--- config.mk ---
export PLATFORM = sky130hd
export DESIGN_NAME = stack_register_file
export DESIGN_NICKNAME = d
export VERILOG_FILES = /design/src/rtl/regfile_pkg.sv /design/src/rtl/sp_unit.sv /design/src/rtl/stack_register_file.sv
export SDC_FILE = /design/constraint.sdc
export NUM_CORES = 1
export LEC_CHECK = 0
export CORE_UTILIZATION = 55
export CTS_CLUSTER_DIAMETER = 60
export CTS_CLUSTER_SIZE = 40
export DETAILED_ROUTE_END_ITERATION = 6
export PLACE_DENSITY = 0.76
export SYNTH_ARGS = -nofsm -noshare
export SYNTH_HDL_FRONTEND = slang
export SYNTH_SLANG_ARGS = --single-unit
--- constraint.sdc ---
create_clock -name clock -period 7.1 [get_ports clock]
set_input_delay 0.71 -clock clock [delete_from_list [all_inputs] [get_ports clock]]
set_output_delay 0.71 -clock clock [all_outputs]
set_load 0.05 [all_outputs]
--- src/rtl/regfile_pkg.sv ---
// Shared constants and types for the stack register file.
// Holds the default parameter values and the stack-pointer operation encoding.
package regfile_pkg;

    localparam int DATA_W_DEF   = 16;
    localparam int ADDR_W_DEF   = 3;
    localparam int SP_INDEX_DEF = 2;
    localparam int SP_RESET_DEF = 256;
    localparam int SP_LIMIT_DEF = 0;
    localparam int SP_STEP_DEF  = 1;
    localparam int BYPASS_DEF   = 1;
    localparam int ZERO_REG_DEF = 0;
    localparam int REG_COUNT    = 2 ** ADDR_W_DEF;

    typedef enum logic [1:0] {
        SP_HOLD = 2'd0,
        SP_PUSH = 2'd1,
        SP_POP  = 2'd2
    } spOp_t;

endpackage

--- src/rtl/sp_unit.sv ---
// Stack-pointer next-value and fault computation.
// A register-file write to SP suppresses push/pop, so no fault can come from that cycle.
module sp_unit
    import regfile_pkg::*;
#(
    parameter int DATA_W   = DATA_W_DEF,
    parameter int SP_RESET = SP_RESET_DEF,
    parameter int SP_LIMIT = SP_LIMIT_DEF,
    parameter int SP_STEP  = SP_STEP_DEF
) (
    input  logic [DATA_W-1:0] spCurrent,
    input  logic              spPush,
    input  logic              spPop,
    input  logic              writeHit,
    output logic [DATA_W-1:0] spNext,
    output logic              spFaultSet
);

    localparam logic [DATA_W:0] STEP_W  = (DATA_W+1)'(SP_STEP);
    localparam logic [DATA_W:0] LIMIT_W = (DATA_W+1)'(SP_LIMIT);
    localparam logic [DATA_W:0] RESET_W = (DATA_W+1)'(SP_RESET);

    logic [DATA_W:0] spWide;
    logic [DATA_W:0] popSum;
    logic [DATA_W:0] pushDiff;
    logic            underflow;
    logic            overflow;
    spOp_t           op;

    assign spWide    = {1'b0, spCurrent};
    assign popSum    = spWide + STEP_W;
    assign pushDiff  = spWide - STEP_W;
    // Checking spWide < STEP_W first keeps a wrapped difference from looking in range.
    assign underflow = (spWide < STEP_W) || (pushDiff < LIMIT_W);
    assign overflow  = popSum > RESET_W;

    always_comb begin
        op = SP_HOLD;
        if (!writeHit && spPush && !spPop) begin
            op = SP_PUSH;
        end else if (!writeHit && spPop && !spPush) begin
            op = SP_POP;
        end
    end

    always_comb begin
        spNext     = spCurrent;
        spFaultSet = 1'b0;
        case (op)
            SP_PUSH: begin
                if (underflow) spFaultSet = 1'b1;
                else           spNext     = pushDiff[DATA_W-1:0];
            end
            SP_POP: begin
                if (overflow) spFaultSet = 1'b1;
                else          spNext     = popSum[DATA_W-1:0];
            end
            default: begin
                spNext     = spCurrent;
                spFaultSet = 1'b0;
            end
        endcase
    end

endmodule

--- src/rtl/stack_register_file.sv ---
// Register file with a built-in stack pointer and registered dual read ports.
// With BYPASS set, reads see the value the register holds after the same edge.
module stack_register_file
    import regfile_pkg::*;
#(
    parameter int DATA_W   = DATA_W_DEF,
    parameter int ADDR_W   = ADDR_W_DEF,
    parameter int SP_INDEX = SP_INDEX_DEF,
    parameter int SP_RESET = SP_RESET_DEF,
    parameter int SP_LIMIT = SP_LIMIT_DEF,
    parameter int SP_STEP  = SP_STEP_DEF,
    parameter int BYPASS   = BYPASS_DEF,
    parameter int ZERO_REG = ZERO_REG_DEF
) (
    input  logic              clock,
    input  logic              reset,
    input  logic [ADDR_W-1:0] writeReg,
    input  logic [ADDR_W-1:0] readReg1,
    input  logic [ADDR_W-1:0] readReg2,
    input  logic [DATA_W-1:0] writeFile,
    input  logic              regWrite,
    input  logic              spPush,
    input  logic              spPop,
    input  logic              spFaultClear,
    output logic [DATA_W-1:0] readData1,
    output logic [DATA_W-1:0] readData2,
    output logic [DATA_W-1:0] spValue,
    output logic              spFault
);

    localparam int                NUM_REGS     = 2 ** ADDR_W;
    localparam logic [ADDR_W-1:0] SP_ADDR      = ADDR_W'(SP_INDEX);
    localparam logic [DATA_W-1:0] SP_RESET_VAL = DATA_W'(SP_RESET);

    logic [DATA_W-1:0] regs     [NUM_REGS];
    logic [DATA_W-1:0] regsNext [NUM_REGS];
    logic [DATA_W-1:0] spNext;
    logic [DATA_W-1:0] readSrc1;
    logic [DATA_W-1:0] readSrc2;
    logic              writeHit;
    logic              writeAllowed;
    logic              spFaultSet;

    assign writeHit     = regWrite && (writeReg == SP_ADDR);
    assign writeAllowed = regWrite && !((ZERO_REG != 0) && (writeReg == '0));
    assign spValue      = regs[SP_ADDR];

    sp_unit #(
        .DATA_W  (DATA_W),
        .SP_RESET(SP_RESET),
        .SP_LIMIT(SP_LIMIT),
        .SP_STEP (SP_STEP)
    ) u_spUnit (
        .spCurrent (regs[SP_ADDR]),
        .spPush    (spPush),
        .spPop     (spPop),
        .writeHit  (writeHit),
        .spNext    (spNext),
        .spFaultSet(spFaultSet)
    );

    always_comb begin
        regsNext          = regs;
        regsNext[SP_ADDR] = spNext;
        if (writeAllowed) begin
            regsNext[writeReg] = writeFile;
        end
    end

    always_comb begin
        readSrc1 = (BYPASS != 0) ? regsNext[readReg1] : regs[readReg1];
        readSrc2 = (BYPASS != 0) ? regsNext[readReg2] : regs[readReg2];
        if ((ZERO_REG != 0) && (readReg1 == '0)) readSrc1 = '0;
        if ((ZERO_REG != 0) && (readReg2 == '0)) readSrc2 = '0;
    end

    always_ff @(posedge clock) begin
        if (reset) begin
            for (int i = 0; i < NUM_REGS; i++) begin
                regs[i] <= (i == SP_INDEX) ? SP_RESET_VAL : '0;
            end
            readData1 <= '0;
            readData2 <= '0;
            spFault   <= 1'b0;
        end else begin
            regs      <= regsNext;
            readData1 <= readSrc1;
            readData2 <= readSrc2;
            // A fault on the same edge as a clear leaves the flag set.
            if (spFaultSet)        spFault <= 1'b1;
            else if (spFaultClear) spFault <= 1'b0;
        end
    end

endmodule
### Word-level counts from Yosys, hierarchy flattened

Cells that the tools add are included.

* flip-flop bits (word level): 161
* bits in latches: 0
* bits in writable memories: 0
* bits in read-only memories: 0
* logic and storage cells: 57
* memories kept: 0

* add/sub/neg operators: 2
* $mul: 0
* divide/modulo/power cells: 0
* magnitude comparators: 7
* equality and inequality tests: 3
* shifts and indexed selects: 0
* multiplexer cells: 20
* bitwise operators: 3
* reduce and logical (&&, ||, !) cells: 11

Operators by type and width (count)
* $bwmux 128: 1
* $mux 128: 1
* $mux 16: 7
* $bmux 16 s3: 2
* $demux 16 s3: 1
* $pmux 16 s2: 1
* $add 16x1->17 const B: 1
* $gt 17x9->1 const B: 1
* $lt 17x1->1 const B: 1
* $sub 16x1->17 const B: 1
* $lt 16x1->1 const B: 1
* $ge 4x4->1 const B: 3
* $not 3->4: 3
* $logic_and 1x1->1: 6
* $lt 4x1->1 const B: 1
* $mux 1: 4
* $mux 2: 2
* $eq 3x2->1 const B: 1
* $logic_not 1->1: 3
* $eq 2x1->1 const B: 1
* $eq 2x2->1 const B: 1
* $pmux 1 s2: 1
* $reduce_bool 2->1: 1
* $logic_or 1x1->1: 1

### Logic depth before layout (Yosys ltp)

Gate-level depths: netlist (run 1).

* depth in word-level cells: 14
* gate-level depth with buffers: 11

### By module

Synthesis (run 1) repeated with hierarchy kept, for this count alone.

* cells, all modules: 1177
* area total of the unflattened synthesis: 9227.6 sq um

Modules (own cells, without submodules)
* stack_register_file: times used 1, cells an instance 1053, area an instance 8404.3 sq um, seq. area each 3223.1 sq um
* sp_unit: times used 1, cells an instance 124, area an instance 823.3 sq um, seq. area each 0.0 sq um

### Worst setup path before layout (run 1)

Ideal clock, no wire load.

* kind: register to register
* start: reg regs (netlist bit spValue[0])
* end: reg readData2[12]
* library setup time: 0.142 ns
* arrival: 3.010 ns
* slack: 3.948 ns
* stages on the path, launching flop included: 12
* cell sequence: dfxtp_1 -> ha_1 -> and4_1 -> buf_4 -> and4_1 -> o311ai_1 -> a211o_1 -> buf_6 -> or4_4 -> a211o_1 -> a2111oi_1 -> a2111oi_1

* longest elaborated chain between the ends: 10
* elaborated cells between the ends (all ways): 14
* those cells by class: add/sub (2); order compare (3); mux (8); reduce/logical (1)

Ends and longest elaborated chain
* start, declared: RTL line stack_register_file.sv:35 `logic [DATA_W-1:0] regs [NUM_REGS];`
* start signal, assigned by index: RTL line stack_register_file.sv:80 `regs[i] <= (i == SP_INDEX) ? SP_RESET_VAL : '0;`
* start signal, assigned: RTL line stack_register_file.sv:86 `regs <= regsNext;`
* $sub 16x1->17: RTL line sp_unit.sv:32 `assign pushDiff = spWide - STEP_W;`
* $lt 17x1->1: RTL line sp_unit.sv:34 `assign underflow = (spWide < STEP_W) || (pushDiff < LIMIT_W);`
* $logic_or 1x1->1: RTL line sp_unit.sv:34
* $mux 16: RTL line sp_unit.sv:51 `if (underflow) spFaultSet = 1'b1;`
* $pmux 16 s2 (*): RTL line sp_unit.sv:49 `case (op)`
* $bwmux 128: RTL line stack_register_file.sv:66 `regsNext[writeReg] = writeFile;`
* $mux 128 (*): RTL line stack_register_file.sv:65 `if (writeAllowed) begin`
* $bmux 16 s3 (*): RTL line stack_register_file.sv:72 `readSrc2 = (BYPASS != 0) ? regsNext[readReg2] : regs[readReg2];`
* $mux 16 (implied by the code) (*) (2 in series): RTL line stack_register_file.sv:72
* end signal, assigned: RTL line stack_register_file.sv:88 `readData2 <= readSrc2;`
* end, declared: RTL line stack_register_file.sv:26 `output logic [DATA_W-1:0] readData2,`

Every way passes the cells marked *; elsewhere a longest branch is shown, timed or not. The select of a mux whose other input is x is not followed.
A chain may end at the register's enable or synchronous reset.

### Worst setup path after layout (run 1)

* start: reg regs (netlist bit spValue[2])
* end: reg readData1[12]

* longest elaborated chain between the ends: 10
* elaborated cells between the ends (all ways): 14
* those cells by class: add/sub (2); order compare (3); mux (8); reduce/logical (1)

Ends and longest elaborated chain
* $sub 16x1->17: RTL line sp_unit.sv:32
* $lt 17x1->1: RTL line sp_unit.sv:34
* $logic_or 1x1->1: RTL line sp_unit.sv:34
* $mux 16: RTL line sp_unit.sv:51
* $pmux 16 s2 (*): RTL line sp_unit.sv:49
* $bwmux 128: RTL line stack_register_file.sv:66
* $mux 128 (*): RTL line stack_register_file.sv:65
* $bmux 16 s3 (*): RTL line stack_register_file.sv:71 `readSrc1 = (BYPASS != 0) ? regsNext[readReg1] : regs[readReg1];`
* $mux 16 (implied by the code) (*) (2 in series): RTL line stack_register_file.sv:71
* end signal, assigned: RTL line stack_register_file.sv:87 `readData1 <= readSrc1;`
* end, declared: RTL line stack_register_file.sv:25 `output logic [DATA_W-1:0] readData1,`

Marked as above.

==> results of run 1 <==
[tightest hold or removal path: stages, from the launching register on]
cell	delay [ns]
dfxtp_1	0.30
nand2_1	0.07
a21oi_1	0.06
[cells in the mapped netlist, drive strengths merged (4+ instances only)]
cell | n | area (µm²)
or3 | 16 | 100
xor2 | 6 | 52.6
a211o | 4 | 35.0
or4 | 4 | 33.8
o31ai | 4 | 30.0
o21ai | 48 | 240
a31oi | 18 | 113
inv | 14 | 52.6
dfxtp | 161 | 3220
o22ai | 37 | 231
a41oi | 5 | 43.8
nand3 | 25 | 130
a311oi | 9 | 78.8
nor4 | 9 | 71.3
nand2 | 78 | 293
a221oi | 6 | 52.6
nand3b | 4 | 30.0
and2 | 7 | 43.8
nor3 | 36 | 180
a21o | 6 | 45.0
a32oi | 5 | 43.8
nand2b | 10 | 62.6
o211ai | 11 | 82.6
a2111oi | 8 | 73.8
and3 | 5 | 31.3
a221o | 7 | 70.1
mux2i | 111 | 1110
nor2 | 217 | 822
a211oi | 25 | 188
mux4 | 19 | 428
clkbuf | 94 | 355
nand4 | 6 | 37.5
buf | 38 | 224
a21oi | 40 | 200
nor2b | 5 | 31.3
[flip-flops by register name (all words and copies together) (netlist names)]
signal,flops
spFault,1
spValue,16
readData1,16
regs,112
readData2,16
[worst max path at each step]
stage	slack (ns)	cells after the start	to	start
finish	3.28	8	readData1[12]	spValue[2]
global route	2.93	8	readData1[5]	writeReg[1]
CTS	3.33	8	readData1[12]	spValue[2]
detailed placement	3.03	8	readData1[5]	writeReg[1]
global placement	3.04	8	readData1[5]	writeReg[1]
floorplan	3.95	11	readData2[12]	spValue[0]
[final cells by class]
cell class,count,area [µm²]
fillers,1384,6010
multi-input cells,841,5440
flip-flops and latches,161,3220
repair buffers,97,908
clock buffers,17,425
well taps,220,275
clock inverters,15,184
inverters,15,56.3
[cell families (layout without fill, tap and decap cells)]
| logic type | after synthesis | in the layout | share of synthesized area |
|---|---|---|---|
| AND/OR/NAND/NOR | 438 | 438 | 0.215 |
| AO/OA/AOI/OAI | 261 | 261 | 0.191 |
| flip-flops | 161 | 161 | 0.347 |
| buffers and inverters | 147 | 144 | 0.0684 |
| multiplexers | 131 | 131 | 0.167 |
| XOR/XNOR | 8 | 8 | 0.00754 |
| adder cells (fa/ha/maj) | 3 | 3 | 0.00404 |
[where the power goes]
group	switching, mW	internal [mW]	leakage, nW
combinational	0.298	0.153	2.78
clock	0.391	0.556	0.279
sequential	0.0325	0.937	1.31
total	0.722	1.65	4.37
[per-layer routing]
layer	wire length [µm]	share of wire	up-vias	GRT usage
met5	0	0	-	0
met3	2570	0.090	73	0.0546
met1	12300	0.43	4249	0.458
li1	-	-	4141	-
met4	904	0.032	0	0.143
met2	12700	0.45	548	0.497
[through the flow]
stage	std cells	util
finish	1366	0.636
global route	1366	0.636
CTS	1366	0.636
detailed placement	1334	0.599
global placement	1334	0.599
floorplan	1149	-
==> results.yml, run 1 <==
timing:
  rsz0062_at_grt: "no"
  finalMaxSlewViolations: 0
  skew_ns: 0.00725
  post-route-min-period_ns: 3.82
  setup_tns_ns: 0
  setup_slack_ns: 3.28
  post-route-period-util: 0.538
  fmax_ghz: 0.262
  relSlewSlack: 0.158
  setup_violations: 0
  worstMarginPinSlew_ns: 1.26
  finalHoldViolCount: 0
  hold_slack_ns: 0.478
synthesis:
  ys_ff_latch: 161
  synthCells: 1149
  netlist_area_um2: 9290
  ys_seq_area_frac: 0.347
  yosysWarnings: 0
  synth_edf_count: 0
  synthArstFlopShare: 0
  synth_top_flop_cell: "dfxtp_1"
  ys_types: 71
  syn_nets: 1183
  syn_avg_cell_area_um2: 8.08
die:
  core_area_um2: 16500
  std_cell_rows: 47
  die_w_um: 132
  io_pins: 80
  initial_utilization: 0.562
  die_h_um: 132
  fp.dieArea_um2: 17400
detailed_routing:
  wl_um: 28400
  drt_iter0_drc: 1303
  drcViolationCount: 0
  drtPass1Iterations: 5
  final_antenna_net_count: 0
  vias_per_cell: 6.60
  post_drt_wl_per_cell_um: 20.8
  vias: 9011
hold_path:
  hold_path_end: "regs[104]"
  hold_path_depth: 2
  holdCritPathClass: "flop to flop"
  holdCritStartpoint: "regs[104]"
job:
  cap_viol_max_count: 0
power_and_ir_drop:
  power.density_nw_per_um2: 225
  peakVddDrop_mv: 0.202
  p_leak_nw: 4.37
  power_mw: 2.37
setup_path:
  crit_path_cell_trace: "nand3_2, or2_2, o21ai_0, a31oi_1, or4_4, a211o_1, a2111oi_1, a2111oi_0"
  arrival_ns: 4.07
  reg2reg_slack_ns: 3.28
  critPathKind: "flop to flop"
  r2r_start: "spValue[2]"
  cp-start-kind: "flop"
  r2r-end: "readData1[12]"
  required_ns: 7.35
  path_max_fanout: 16
  path_delay_family: "compound AO/OA/AOI/OAI gates"
  rr_worst_depth: 8
  crit_path_end_kind: "flop"
  cp_num_buf_inv: 0
  crit_slowest_cell: "or4_4"
  critical_path.max_stage_delay_ns: 0.68
final_layout:
  fin_area_um2: 10500
  areaGrowthSynthToFinish_pct: 13.2
  mostFrequentLayoutCells: "215 x nor2_1, 161 x dfxtp_1, 111 x mux2i_1, 78 x nand2_1, 75 x clkdlybuf4s50_1"
  layout.cells.most_common: "nor2_1"
  drive_above_1_share: 0.0759
  nNetsFinal: 1167
  diodes: 0
placement:
  dp_hpwl_um: 18600
  place_area_um2: 9900
  pre_cts_slack_ns: 3.03
  gp_congestion: 0.910
  port_buffers: 79
clock_network:
  htree_levels: 4
  clk_pin_slew_worst_paths_ns: 0.07
  cts_tree: "yes"
  clock_latency_ns: 0.43
  cts_buffer_depth: 2
  cts.sinks: 161
  cts_root_buffer: "clkbuf_16"
  hold_buffers: 0
  numCtsBuffers: 17
  post_cts_buffers: 0
  cts_resized: 0
global_routing:
  grt_antenna_before_repair: 0
  grt_pass1_wl_um: 44600
  gr-usage-all-layers: 0.327
  grt_max_degree: 103
  grt_overflow_total: 0
  grt_pass1_vias: 8095
run_status:
  run_status: "complete, no violations"
(Power assumes the default switching activity.)
==> inputs of run 2 (changes only) <==
- CORE_UTILIZATION: 55 -> 53
- PLACE_DENSITY: 0.76 -> 0.77
- clock period: 7.1 -> 3.2 ns (I/O delays scaled with it)
==> results.yml, run 2 (synthesis results as in run 1) <==
die:
  initial_utilization: 0.541
  std_cell_rows: 48
  die_w_um: 134
  core_area_um2: 17200
  io_pins: 80
  die_h_um: 134
  fp.dieArea_um2: 18100
placement:
  port_buffers: 79
  pre_cts_slack_ns: 0.0674
  dp_hpwl_um: 21200
  gp_congestion: 0.944
clock_network:
  cts_buffer_depth: 2
  cts_resized: 0
  hold_buffers: 0
  htree_levels: 4
  post_cts_buffers: 0
  cts_root_buffer: "clkbuf_16"
  clk_pin_slew_worst_paths_ns: 0.07
  numCtsBuffers: 17
  cts_tree: "yes"
  clock_latency_ns: 0.44
  cts.sinks: 161
final_layout:
  max_flop_register: "regs"
  areaGrowthSynthToFinish_pct: 19.6
  mostFrequentLayoutCells: "215 x nor2_1, 161 x dfxtp_1, 111 x mux2i_1, 84 x buf_4, 78 x nand2_1"
  largest_register_ffs: 112
  drive_above_1_share: 0.129
  diodes: 0
  nNetsFinal: 1239
  layout.cells.most_common: "nor2_1"
setup_path:
  cp_num_buf_inv: 0
  cp-start-kind: "flop"
  crit_slowest_cell: "or4_4"
  crit_path_end_kind: "flop"
  path_max_fanout: 8
  r2r_start: "spValue[1]"
  path_delay_family: "compound AO/OA/AOI/OAI gates"
  critPathKind: "flop to flop"
  critical_path.max_stage_delay_ns: 0.55
  arrival_ns: 3.38
  crit_path_start: "spValue[1]"
  crit_path_cell_trace: "ha_1, and4_4, and4_1, o311ai_1, a211o_1, or4_4, a211o_1, a2111oi_1, a2111oi_0"
  required_ns: 3.50
  crit_top_cell: "a211o_1"
timing:
  setup_slack_ns: 0.120
  post-route-period-util: 0.962
  setup_violations: 0
  finalHoldViolCount: 0
  hold_slack_ns: 0.361
  post-route-min-period_ns: 3.08
  worstMarginPinSlew_ns: 0.733
  finalMaxSlewViolations: 0
  skew_ns: 0.00847
  setup_tns_ns: 0
  relSlewSlack: 0.507
  fmax_ghz: 0.325
  rsz0062_at_grt: "no"
job:
  cap_viol_max_count: 0
run_status:
  run_status: "complete, no violations"
global_routing:
  gr-usage-all-layers: 0.334
  grt_max_degree: 72
  grt_antenna_before_repair: 0
  grt_pass1_vias: 8399
  grt_overflow_total: 0
  grt_pass1_wl_um: 46500
hold_path:
  holdCritPathClass: "input port to flop"
  holdCritStartpoint: "reset"
detailed_routing:
  vias: 9195
  wl_um: 29800
  final_antenna_net_count: 0
  drt_iter0_drc: 1183
  post_drt_wl_per_cell_um: 20.6
  drtPass1Iterations: 6
  vias_per_cell: 6.38
  drcViolationCount: 0
power_and_ir_drop:
  power_mw: 5.26
  peakVddDrop_mv: 0.416
  power.density_nw_per_um2: 473
  p_leak_nw: 4.75
[run 2: report_power, final]
part | switching [mW] | internal [mW]
logic | 0.715 | 0.415
registers | 0.0447 | 2.08
clock network | 0.825 | 1.18
total | 1.58 | 3.67
[run 2: per-layer routing]
layer	wire length, µm	track usage
met1	12500	0.458
met2	13400	0.516
met3	3130	0.0752
met4	772	0.117
met5	0	0
[run 2: path summary, 6_finish.rpt]
path / end / slack [ns] / cells after the start
worst max-delay path: readData1[12] / 0.12 / 9
worst min-delay path: regs[66] / 0.36 / 2
worst max register to register: readData1[12] / 0.12 / 9
worst min register to register: regs[104] / 0.47 / 2
[run 2: final cells by class]
cell class / instances / area (µm²)
Clock inverter: 10 / 111
Tap cell: 225 / 282
Clock buffer: 21 / 460
Sequential cell: 161 / 3220
Timing Repair Buffer: 169 / 1540
Fill cell: 1449 / 6070
Multi-Input combinational cell: 841 / 5440
Inverter: 15 / 56.3
[run 2: stage by stage]
| stage | area, µm² | util | std cells |
|---|---|---|---|
| 2_1_floorplan | 9290 | - | 1149 |
| 3_3_place_gp | 10500 | 0.613 | 1411 |
| 3_5_place_dp | 10500 | 0.613 | 1411 |
| 4_1_cts | 11100 | 0.646 | 1442 |
| 5_1_grt | 11100 | 0.647 | 1442 |
| 6_report | 11100 | 0.647 | 1442 |
==> inputs of run 3 (changes only) <==
- SETUP_SLACK_MARGIN: unset -> 0.4
==> results.yml, run 3 (synthesis results as in run 1) <==
setup_path:
  crit_end: "readData2[12]"
  cp-start-kind: "flop"
  required_ns: 3.50
  crit_path_start: "spValue[0]"
  rr_worst_depth: 9
  r2r-end: "readData2[12]"
  reg2reg_slack_ns: 0.34
  r2r_start: "spValue[0]"
  critPathKind: "flop to flop"
  arrival_ns: 3.16
  crit_path_end_kind: "flop"
  path_max_fanout: 7
global_routing:
  grt_pass1_wl_um: 47600
  grt_overflow_total: 0
  grt_pass1_vias: 8662
  gr-usage-all-layers: 0.343
  grt_max_degree: 99
  grt_antenna_before_repair: 0
timing:
  fmax_ghz: 0.350
  finalHoldViolCount: 0
  relSlewSlack: 0.256
  setup_tns_ns: 0
  setup_violations: 0
  finalMaxSlewViolations: 0
  post-route-min-period_ns: 2.86
  skew_ns: 0.00918
  rsz0062_at_grt: "yes"
  worstMarginPinSlew_ns: 1.12
  hold_slack_ns: 0.461
  post-route-period-util: 0.894
clock_network:
  htree_levels: 4
  cts_tree: "yes"
  cts_root_buffer: "clkbuf_16"
  cts.sinks: 161
  cts_buffer_depth: 2
  numCtsBuffers: 17
  hold_buffers: 0
  clk_pin_slew_worst_paths_ns: 0.06
  clock_latency_ns: 0.44
final_layout:
  max_flop_register: "regs"
  areaGrowthSynthToFinish_pct: 23.7
  largest_register_ffs: 112
  layout.cells.most_common: "nor2_1"
  n_fill_cell: 1397
  mostFrequentLayoutCells: "214 x nor2_1, 150 x dfxtp_1, 109 x mux2i_1, 81 x buf_4, 77 x nand2_1"
  diodes: 0
  drive_above_1_share: 0.171
  nNetsFinal: 1241
  seq_area_um2: 3250
  multiInputGateArea_um2: 5700
placement:
  gp_congestion: 0.944
  dp_hpwl_um: 20700
  port_buffers: 79
detailed_routing:
  drcViolationCount: 0
  final_antenna_net_count: 0
  post_drt_wl_per_cell_um: 21.7
  vias_per_cell: 6.64
  vias: 9592
  wl_um: 31300
  drt_iter0_drc: 1426
  drtPass1Iterations: 6
hold_path:
  hold_path_depth: 3
  holdCritPathClass: "input port to flop"
power_and_ir_drop:
  power.density_nw_per_um2: 483
  p_switching_mw: 1.67
  p_int_mw: 3.89
  p_leak_nw: 4.86
  p_clk_frac: 0.402
  peakVddDrop_mv: 0.429
  combPwrFrac: 0.212
  seqPwrFrac: 0.386
  p_sw_frac: 0.300
run_status:
  run_status: "complete, no violations"
die:
  initial_utilization: 0.541
  die_h_um: 134
  core_area_um2: 17200
  fp.dieArea_um2: 18100
  std_cell_rows: 48
  die_w_um: 134
  io_pins: 80
job:
  cap_viol_max_count: 0
run 3: repair_timing:
| item | 4_1_cts | 5_1_grt |
|---|---|---|
| endpoints found under the hold margin | 0 | 0 |
| setup endpoints to repair | 33 | 39 |
| setup buffers | 10 | 11 |
| pin swaps | 8 | 19 |
| resized for setup | 19 | 48 |
run 3: metal layers:
metal / vias to the layer above / wire length, µm / track usage
li1: 4278 / - / -
met1: 4549 / 12700 / 0.463
met2: 666 / 14200 / 0.533
met3: 99 / 3270 / 0.0631
met4: 0 / 1110 / 0.151
met5: - / 0 / 0
run 3: final cells by class:
type | count | share of cell area
Sequential cell | 161 | 0.283
Multi-Input combinational cell | 841 | 0.496
Tap cell | 225 | 0.0245
Clock buffer | 20 | 0.0406
Inverter | 15 | 0.00490
Timing Repair Buffer | 171 | 0.136
Clock inverter | 11 | 0.0155
run 3: power groups by stage:
stage               Combinational (mW)  Sequential (mW)  Clock, mW
CTS                               1.10             2.14       2.24
detailed placement                1.07             2.18          0
finish                            1.18             2.14       2.23
floorplan                        0.634             2.26          0
global placement                  1.06             2.18          0
global route                      1.24             2.15       2.31
run 3: critical path, cell delays in order, from the launching register on:
cell and delay (ns):
dfxtp_4 0.39, ha_4 0.15, and4_4 0.26, and4_1 0.19
o311ai_1 0.10, a211o_2 0.36, or4_4 0.46, a211o_4 0.38
a2111oi_4 0.38, a2111oi_2 0.06
run 3: how the worst min path moves through the flow:
stage,start,end,slack [ns]
final,readReg1[1],readData1[4],0.46
after detailed placement,regs[104],regs[104],0.45
after global placement,regs[104],regs[104],0.45
after CTS,readReg1[1],readData1[4],0.43
after floorplan,regs[104],regs[104],0.44
after global routing,regs[118],regs[118],0.49
run 3: metrics by stage:
step | util | instances | total power [mW] | area [µm²] | worst slack, ns
after floorplan | - | 1149 | 2.90 | 9340 | 0.427
after global placement | 0.607 | 1392 | 3.24 | 10400 | 0.0710
after detailed placement | 0.607 | 1392 | 3.25 | 10400 | 0.0437
after CTS | 0.652 | 1433 | 5.48 | 11200 | 0.309
after global routing | 0.669 | 1444 | 5.70 | 11500 | 0.263
final | 0.669 | 1444 | 5.56 | 11500 | 0.340
